==> config.mk <==
export PLATFORM = sky130hd
export DESIGN_NAME = cycle_host
export DESIGN_NICKNAME = d
export VERILOG_FILES = /design/src/rtl/cycle_pkg.sv /design/src/rtl/cycle_ser_shift.sv /design/src/rtl/cycle_host.sv
export SDC_FILE = /design/constraint.sdc
export NUM_CORES = 1
export LEC_CHECK = 0
export BUFFER_PORTS_ARGS = -buffer_cell sky130_fd_sc_hd__buf_4
export CORE_ASPECT_RATIO = 1.1
export CORE_MARGIN = 2
export CORE_UTILIZATION = 28
export DETAILED_ROUTE_END_ITERATION = 10
export PLACE_DENSITY = 0.44
export SKIP_CTS_REPAIR_TIMING = 1
export SYNTH_ARGS = -nofsm -noshare
export SYNTH_HDL_FRONTEND = slang
export SYNTH_SLANG_ARGS = --single-unit
==> constraint.sdc <==
create_clock -name clk -period 3.05 [get_ports clk]
set_input_delay 0.61 -clock clk [delete_from_list [all_inputs] [get_ports clk]]
set_output_delay 0.61 -clock clk [all_outputs]
set_load 0.02 [all_outputs]
==> src/rtl/cycle_pkg.sv <==
// Shared types and widths for the cycle_wrap host link.
package cycle_pkg;

  localparam int unsigned WORD_W = 32;
  localparam int unsigned CNT_W  = 5;

  typedef enum logic [2:0] {
    ST_IDLE,
    ST_SHIFT,
    ST_LOAD,
    ST_WAIT,
    ST_QSTB,
    ST_DRAIN,
    ST_CAPT,
    ST_RESP
  } host_state_t;

  typedef struct packed {
    logic [WORD_W-1:0] data;
    logic              ld;
    logic              pa;
    logic              rd;
  } host_req_t;

endpackage

==> src/rtl/cycle_ser_shift.sv <==
// W-bit shift register: parallel load, shift left with a serial LSB input.
module cycle_ser_shift
  import cycle_pkg::*;
#(
  parameter int unsigned W = WORD_W
) (
  input  logic         clk,
  input  logic         rst_n,
  input  logic         load_en,
  input  logic [W-1:0] load_data,
  input  logic         shift_en,
  input  logic         shift_in,
  output logic [W-1:0] data_o
);

  logic [W-1:0] sr_q, sr_d;

  // Load has priority over shift.
  always_comb begin
    sr_d = sr_q;
    if (load_en) begin
      sr_d = load_data;
    end else if (shift_en) begin
      sr_d = {sr_q[W-2:0], shift_in};
    end
  end

  always_ff @(posedge clk or negedge rst_n) begin
    if (!rst_n) begin
      sr_q <= '0;
    end else begin
      sr_q <= sr_d;
    end
  end

  assign data_o = sr_q;

endmodule

==> src/rtl/cycle_host.sv <==
// Host-side serial master for the cycle_wrap link: shifts an operand out on D,
// strobes DE, waits the core latency, strobes QE and shifts the result back in from Q.
module cycle_host
  import cycle_pkg::*;
#(
  parameter int unsigned CORE_LAT = 4,
  parameter int unsigned Q_LAT    = 2
) (
  input  logic              clk,
  input  logic              rst_n,
  input  logic              req_valid,
  output logic              req_ready,
  input  logic [WORD_W-1:0] req_data,
  input  logic              req_ld,
  input  logic              req_pa,
  input  logic              req_rd,
  output logic              rsp_valid,
  input  logic              rsp_ready,
  output logic [WORD_W-1:0] rsp_data,
  output logic [1:0]        rsp_po,
  output logic              D,
  output logic              DE,
  output logic              QE,
  output logic              ld,
  output logic              pa,
  input  logic              Q,
  input  logic [1:0]        po
);

  localparam logic [CNT_W-1:0] SHIFT_LAST = CNT_W'(WORD_W - 1);
  localparam logic [CNT_W-1:0] WAIT_LAST  = CNT_W'((CORE_LAT > 0) ? CORE_LAT - 1 : 0);
  localparam logic [CNT_W-1:0] DRAIN_LAST = CNT_W'((Q_LAT > 1) ? Q_LAT - 2 : 0);

  host_state_t       state_q, state_d;
  logic [CNT_W-1:0]  cnt_q, cnt_d;
  host_req_t         req_in;
  logic              pend_ld_q, pend_ld_d, pend_pa_q, pend_pa_d, rd_q, rd_d;
  logic              de_q, de_d, qe_q, qe_d, ld_q, ld_d, pa_q, pa_d;
  logic              req_ready_q, req_ready_d, rsp_valid_q, rsp_valid_d;
  logic [1:0]        rsp_po_q, rsp_po_d;
  logic              accept_c, tx_shift_c, rx_shift_c;
  logic [WORD_W-1:0] tx_word, rx_word;
  logic              unused_tx_bits;

  assign req_in = '{data: req_data, ld: req_ld, pa: req_pa, rd: req_rd};

  // Operand goes straight into the TX register on accept; its MSB is the D flop.
  cycle_ser_shift #(.W(WORD_W)) u_tx (
    .clk      (clk),
    .rst_n    (rst_n),
    .load_en  (accept_c),
    .load_data(req_in.data),
    .shift_en (tx_shift_c),
    .shift_in (1'b0),
    .data_o   (tx_word)
  );

  cycle_ser_shift #(.W(WORD_W)) u_rx (
    .clk      (clk),
    .rst_n    (rst_n),
    .load_en  (1'b0),
    .load_data('0),
    .shift_en (rx_shift_c),
    .shift_in (Q),
    .data_o   (rx_word)
  );

  assign unused_tx_bits = ^tx_word[WORD_W-2:0];

  // Next state; link strobes and handshakes are derived from the next state so they register with it.
  always_comb begin
    state_d    = state_q;
    pend_ld_d  = pend_ld_q;
    pend_pa_d  = pend_pa_q;
    rd_d       = rd_q;
    ld_d       = ld_q;
    pa_d       = pa_q;
    rsp_po_d   = rsp_po_q;
    accept_c   = 1'b0;
    tx_shift_c = 1'b0;
    rx_shift_c = 1'b0;

    case (state_q)
      ST_IDLE: begin
        if (req_valid && req_ready_q) begin
          accept_c  = 1'b1;
          pend_ld_d = req_in.ld;
          pend_pa_d = req_in.pa;
          rd_d      = req_in.rd;
          state_d   = ST_SHIFT;
        end
      end
      ST_SHIFT: begin
        tx_shift_c = 1'b1;
        if (cnt_q == SHIFT_LAST) state_d = ST_LOAD;
      end
      ST_LOAD: begin
        if (!rd_q)              state_d = ST_IDLE;
        else if (CORE_LAT == 0) state_d = ST_QSTB;
        else                    state_d = ST_WAIT;
      end
      ST_WAIT: begin
        if (cnt_q == WAIT_LAST) state_d = ST_QSTB;
      end
      ST_QSTB: begin
        state_d = (Q_LAT > 1) ? ST_DRAIN : ST_CAPT;
      end
      ST_DRAIN: begin
        if (cnt_q == DRAIN_LAST) state_d = ST_CAPT;
      end
      ST_CAPT: begin
        rx_shift_c = 1'b1;
        if (cnt_q == '0) rsp_po_d = po;
        if (cnt_q == SHIFT_LAST) state_d = ST_RESP;
      end
      ST_RESP: begin
        if (rsp_ready) state_d = ST_IDLE;
      end
      default: state_d = ST_IDLE;
    endcase

    if (state_d != state_q || state_q == ST_IDLE || state_q == ST_RESP) begin
      cnt_d = '0;
    end else begin
      cnt_d = cnt_q + CNT_W'(1);
    end

    de_d        = (state_d == ST_LOAD);
    qe_d        = (state_d == ST_QSTB);
    req_ready_d = (state_d == ST_IDLE);
    rsp_valid_d = (state_d == ST_RESP);
    if (state_d == ST_LOAD) begin
      ld_d = pend_ld_q;
      pa_d = pend_pa_q;
    end
  end

  always_ff @(posedge clk or negedge rst_n) begin
    if (!rst_n) begin
      state_q     <= ST_IDLE;
      cnt_q       <= '0;
      pend_ld_q   <= 1'b0;
      pend_pa_q   <= 1'b0;
      rd_q        <= 1'b0;
      de_q        <= 1'b0;
      qe_q        <= 1'b0;
      ld_q        <= 1'b0;
      pa_q        <= 1'b0;
      req_ready_q <= 1'b0;
      rsp_valid_q <= 1'b0;
      rsp_po_q    <= '0;
    end else begin
      state_q     <= state_d;
      cnt_q       <= cnt_d;
      pend_ld_q   <= pend_ld_d;
      pend_pa_q   <= pend_pa_d;
      rd_q        <= rd_d;
      de_q        <= de_d;
      qe_q        <= qe_d;
      ld_q        <= ld_d;
      pa_q        <= pa_d;
      req_ready_q <= req_ready_d;
      rsp_valid_q <= rsp_valid_d;
      rsp_po_q    <= rsp_po_d;
    end
  end

  assign req_ready = req_ready_q;
  assign rsp_valid = rsp_valid_q;
  assign rsp_data  = rx_word;
  assign rsp_po    = rsp_po_q;
  assign D         = tx_word[WORD_W-1];
  assign DE        = de_q;
  assign QE        = qe_q;
  assign ld        = ld_q;
  assign pa        = pa_q;

endmodule

* Yosys cells after proc, flatten, opt, wreduce, memory -nomap -nowiden *
Index checks and enable logic that the tools add are counted.

operators by class
  $add $sub $neg = 1
  equal/unequal tests = 13
  mux-type cells = 15
  reductions and logical operators = 9

operators by type and width
  cell                                            count
  2-to-1 mux 32 bit                               2
  one-hot mux 3 bit (8 select lines)              1
  == test 3 bit (second input constant)           6
  2-to-1 mux 3 bit                                6
  == test 3 x 2 -> 1 bit (second input constant)  3
  zero test 3 bit                                 2
  adder 5 x 1 -> 5 bit (second input constant)    1
  == test 5 x 2 -> 1 bit (second input constant)  1
  == test 5 bit (second input constant)           1
  zero test 5 bit                                 1
  2-to-1 mux 5 bit                                1
  2-to-1 mux 1 bit                                4
  AND reduction 2 bit                             2
  == test 3 x 1 -> 1 bit (second input constant)  1
  != test 3 bit                                   1
  logical OR 1 bit                                2
  2-to-1 mux 2 bit                                1
  nonzero test 2 bit                              1
  logical AND 1 bit                               1

word-level totals
  register bits after elaboration = 83
  output and inout port bits = 41
  bits of input ports = 42

* Longest topological paths before layout *
  depth after elaboration = 7
  gate-level depth with buffers = 7
  depth with buffers taken out = 7

* Cells and area by module *
From an unflattened synthesis, not the netlist that was laid out.

unflattened totals
  cell total of the unflattened synthesis = 366
  area total of the unflattened synthesis = 4013.8 um2

by module, submodules not included
  module           instances  seq. area each (um2)  area an instance (um2)  cells an instance
  cycle_ser_shift  2          800.8                 1515.2                  139
  cycle_host       1          475.5                 983.4                   88

* Least setup slack after synthesis *
No wires, ideal clock.

  path kind = register -> register
  start point = register cnt_q[0]
  end point = register cnt_q[2]
  buffers on the path = 0
  setup slack = 1.071 ns
  data arrival time = 1.893 ns
  required time = 2.964 ns
  cell stages (with the launch flop) = 8
  setup time = 0.086 ns
  cell sequence = dfrtp_1 > ha_1 > and3_2 > ha_1 > nand2_1 > a31oi_1 > or4_4 > nor3_1

between the ends
  longest elaborated chain between the ends = 7
  elaborated cells on any way between the ends = 13
  those cells by class = add/sub: 1; eq/ne: 3; mux: 6; reduce/logical: 3

RTL lines
  element                                      line                                 text
  start, declared                              cycle_host.sv:35                     logic [CNT_W-1:0] cnt_q, cnt_d;
  start signal, assigned                       cycle_host.sv:154                    cnt_q <= cnt_d;
  == test 5 bit, or another cell as far along  cycle_host.sv:95, cycle_host.sv:114
  2-to-1 mux 3 bit (on tied branches)          --
  one-hot mux 3 bit (8 select lines)           cycle_host.sv:83                     case (state_q)
  != test 3 bit                                cycle_host.sv:122                    if (state_d != state_q || state_q == ST_IDLE || state_q == ST_RESP) begin
  logical OR 1 bit (2 in series)               cycle_host.sv:122
  2-to-1 mux 5 bit *                           cycle_host.sv:122
  via cnt_d[2]                                 cycle_host.sv:35

Mark *: on every way through the listed nets, which the timed path passes. The rest lies on a longest branch.
A chain may end at the register's enable or synchronous reset.

* Worst setup path after layout *
Same ends and word-level chain as after synthesis.

==> reports/metrics.csv <==
metric;value;unit
dr_total_vias;2769;
min_path_type;in2async;
wl_per_cell;13.8;um
antenna_cells;0;
yosysMostFrequentCell;nand2_1;
drtPass1Iterations;4;
fillers;1240;
rows;42;
grt_usage;0.130;
ys_seq_elements;83;
synth_top_area_frac;0.590;
coreArea;12100;um2
final_util;0.382;
clock-root-buffer;clkbuf_16;
slew_headroom;0.604;
syn_nets;406;
initial_utilization;0.290;
path_cells;ha_1 > and3_2 > ha_1 > nand2_1 > a31oi_1 > or4_4 > nor3_1;
netlist_instances;361;
syn_avg_cell_area;9.75;um2
area_growth_syn_to_layout;31.6;%
dp_hpwl;5380;um
drv_cap;0;
final_layout_size_suffix_gt1_frac;0.267;
viasPerCell;4.62;
dr_wl_met3;628;um
first_iter_violations;132;
clk_latency;0.34;ns
ios;83;
vdd_drop_max;0.475;mV
yosysSeqAreaShare;0.590;
leakage;0.00241;uW
clock.fmax;461;MHz
cts_inserted_buffers;9;
path_delay_family;simple AND/OR/NAND/NOR gates;
synth_edf_count;0;
antenna_found_initial;0;
yosysTopAreaCell;dfrtp_1;
timing.critical_path.mode_cell;ha_1;
syn_area;3520;um2
outcome;finished, final reports clean;
power_density;1040;nW/um2
design.die.area;13500;um2
grt_overflow;0;
grt_pass1_wl;13900;um
cp-end-kind;flop;
nets;486;
tightest_slew;0.594;ns
first_global_vias;2825;
die_h;122;um
synth_commonest_cells;164 x nand2_1, 83 x dfrtp_1, 30 x a22oi_1, 13 x clkbuf_1;
crit_slowest_cell;or4_4;
fin_tns_setup;0;ns
crit_buf_inv;0;
routabilityCongestion;0.785;
rrSetupSlack;0.88;ns
wl_met1;3700;um
setup_violations;0;
min_period;2.17;ns
wl_met2;3820;um
die-width;111;um
drcViolationCount;0;
worst_clock_skew;0.00631;ns
h-tree-depth;3;
hold_viol;0;
start_kind;flop;
cp.required;3.30;ns
async_reset_ff_frac;1.00;
grt_max_degree;46;
critPathKind;reg2reg;
synth-main-ff-cell;dfrtp_1;
critPathMaxStageDelay;0.60;ns
clkSinkCount;83;
port_buffers;82;
synth.distinct_cells;35;
ant_nets;0;
rsz0062_at_grt;false;
drt_wl_total;8290;um
synthTopCellsByArea;dfrtp_1 59%, nand2_1 17%, a22oi_1 6.4%;
maxSlewViolCount;0;
cts_tree;done;
post-route-period-util;0.711;
cp_max_fo;5;
routed.top_layer;met4;
yosys_warnings;0;
path_clk_slew;0.06;ns
cts_buffer_depth;2;
crit_arrival;2.42;ns
state kept, by name, indices dropped and copies added (netlist names), 2 cells and up:
| register | flops |
|---|---|
| state_q | 3 |
| u_rx.data_o | 32 |
| u_tx.data_o | 32 |
| cnt_q | 5 |
| rsp_po | 2 |
where the power goes:
| group | switching [uW] | leakage, uW | internal (uW) |
|---|---|---|---|
| Clock | 438 | 0.000157 | 740 |
| Sequential | 348 | 0.00107 | 1540 |
| Combinational | 999 | 0.00118 | 732 |
| Total | 1790 | 0.00241 | 3010 |
logic make-up (layout without fill, tap and decap cells):
family / after synthesis / in the layout / share of synthesized area
AND/OR/NAND/NOR: 197 / 197 / 0.251
flip-flops: 83 / 83 / 0.590
AO/OA/AOI/OAI: 42 / 42 / 0.0860
buffers and inverters: 25 / 110 / 0.0291
multiplexers: 9 / 9 / 0.0281
adder cells (fa/ha/maj): 3 / 3 / 0.0107
XOR/XNOR: 2 / 2 / 0.00498
worst register-to-register path, stage by stage (launching register included):
cell     delay [ns]
dfrtp_1        0.40
ha_1           0.25
and3_2         0.23
ha_1           0.22
nand2_1        0.08
a31oi_1        0.10
or4_4          0.60
nor3_1         0.20
per-stage QoR:
stage          power (uW)  instances  instance area [um2]  hold WS [ns]  worst slack (ns)
2_1_floorplan        2950        361                 3520         0.314              1.07
4_1_cts              4880        600                 4630         0.289             0.864
3_3_place_gp         3640        584                 4310         0.460             0.932
3_5_place_dp         3660        584                 4310         0.464             0.879
6_report             4800        600                 4630         0.265             0.882
5_1_grt              5180        600                 4630         0.304             0.690
layout make-up:
| type | count | area, um2 | area share |
|---|---|---|---|
| Sequential cell | 83 | 2080 | 0.448 |
| Multi-Input combinational cell | 253 | 1350 | 0.290 |
| Timing Repair Buffer | 89 | 681 | 0.147 |
| Clock buffer | 12 | 246 | 0.0532 |
| Tap cell | 154 | 193 | 0.0416 |
| Clock inverter | 4 | 73.8 | 0.0159 |
| Inverter | 5 | 18.8 | 0.00405 |
placed cells by master (no fill, tap or decap), types with 2 or more instances in the layout:
| master | synthesis | layout |
|---|---|---|
| o21ai_0 | 5 | 4 |
| nand3_1 | 2 | 2 |
| clkbuf_16 | 0 | 9 |
| nor4b_4 | 2 | 2 |
| a22oi_1 | 30 | 30 |
| buf_4 | 0 | 88 |
| nand2_1 | 164 | 164 |
| o31ai_1 | 2 | 2 |
| clkbuf_1 | 13 | 2 |
| bufinv_16 | 0 | 2 |
| nor2_1 | 4 | 4 |
| mux2_2 | 7 | 7 |
| nor3_1 | 4 | 4 |
| dfrtp_1 | 83 | 83 |
| nand3b_1 | 2 | 2 |
| nor3_2 | 2 | 2 |
| and2_1 | 2 | 2 |
| nor3b_1 | 4 | 4 |
| mux2i_1 | 2 | 2 |
| nand2b_1 | 2 | 2 |
| a41oi_1 | 2 | 2 |
| ha_1 | 3 | 3 |
| inv_1 | 5 | 5 |
final timing paths:
check / start / endpoint / cells past startpoint
hold / removal: rst_n / u_rx.data_o[14]$_DFFE_PN0P_ / 1
setup / recovery: cnt_q[0]$_DFF_PN0_ / cnt_q[2]$_DFF_PN0_ / 7
min in group clk: Q / u_rx.data_o[0]$_DFFE_PN0P_ / 3
max in group asynchronous: rst_n / u_tx.data_o[6]$_DFFE_PN0P_ / 2
hold reg to reg: u_tx.data_o[8]$_DFFE_PN0P_ / u_tx.data_o[8]$_DFFE_PN0P_ / 2
setup reg to reg: cnt_q[0]$_DFF_PN0_ / cnt_q[2]$_DFF_PN0_ / 7
metal layers:
metal,track usage,up-vias
li1,-,1358
met3,0.0567,12
met2,0.196,70
met5,0,-
met1,0.167,1329
met4,0.0469,0
Note: power is estimated with default switching activity, not from simulation.
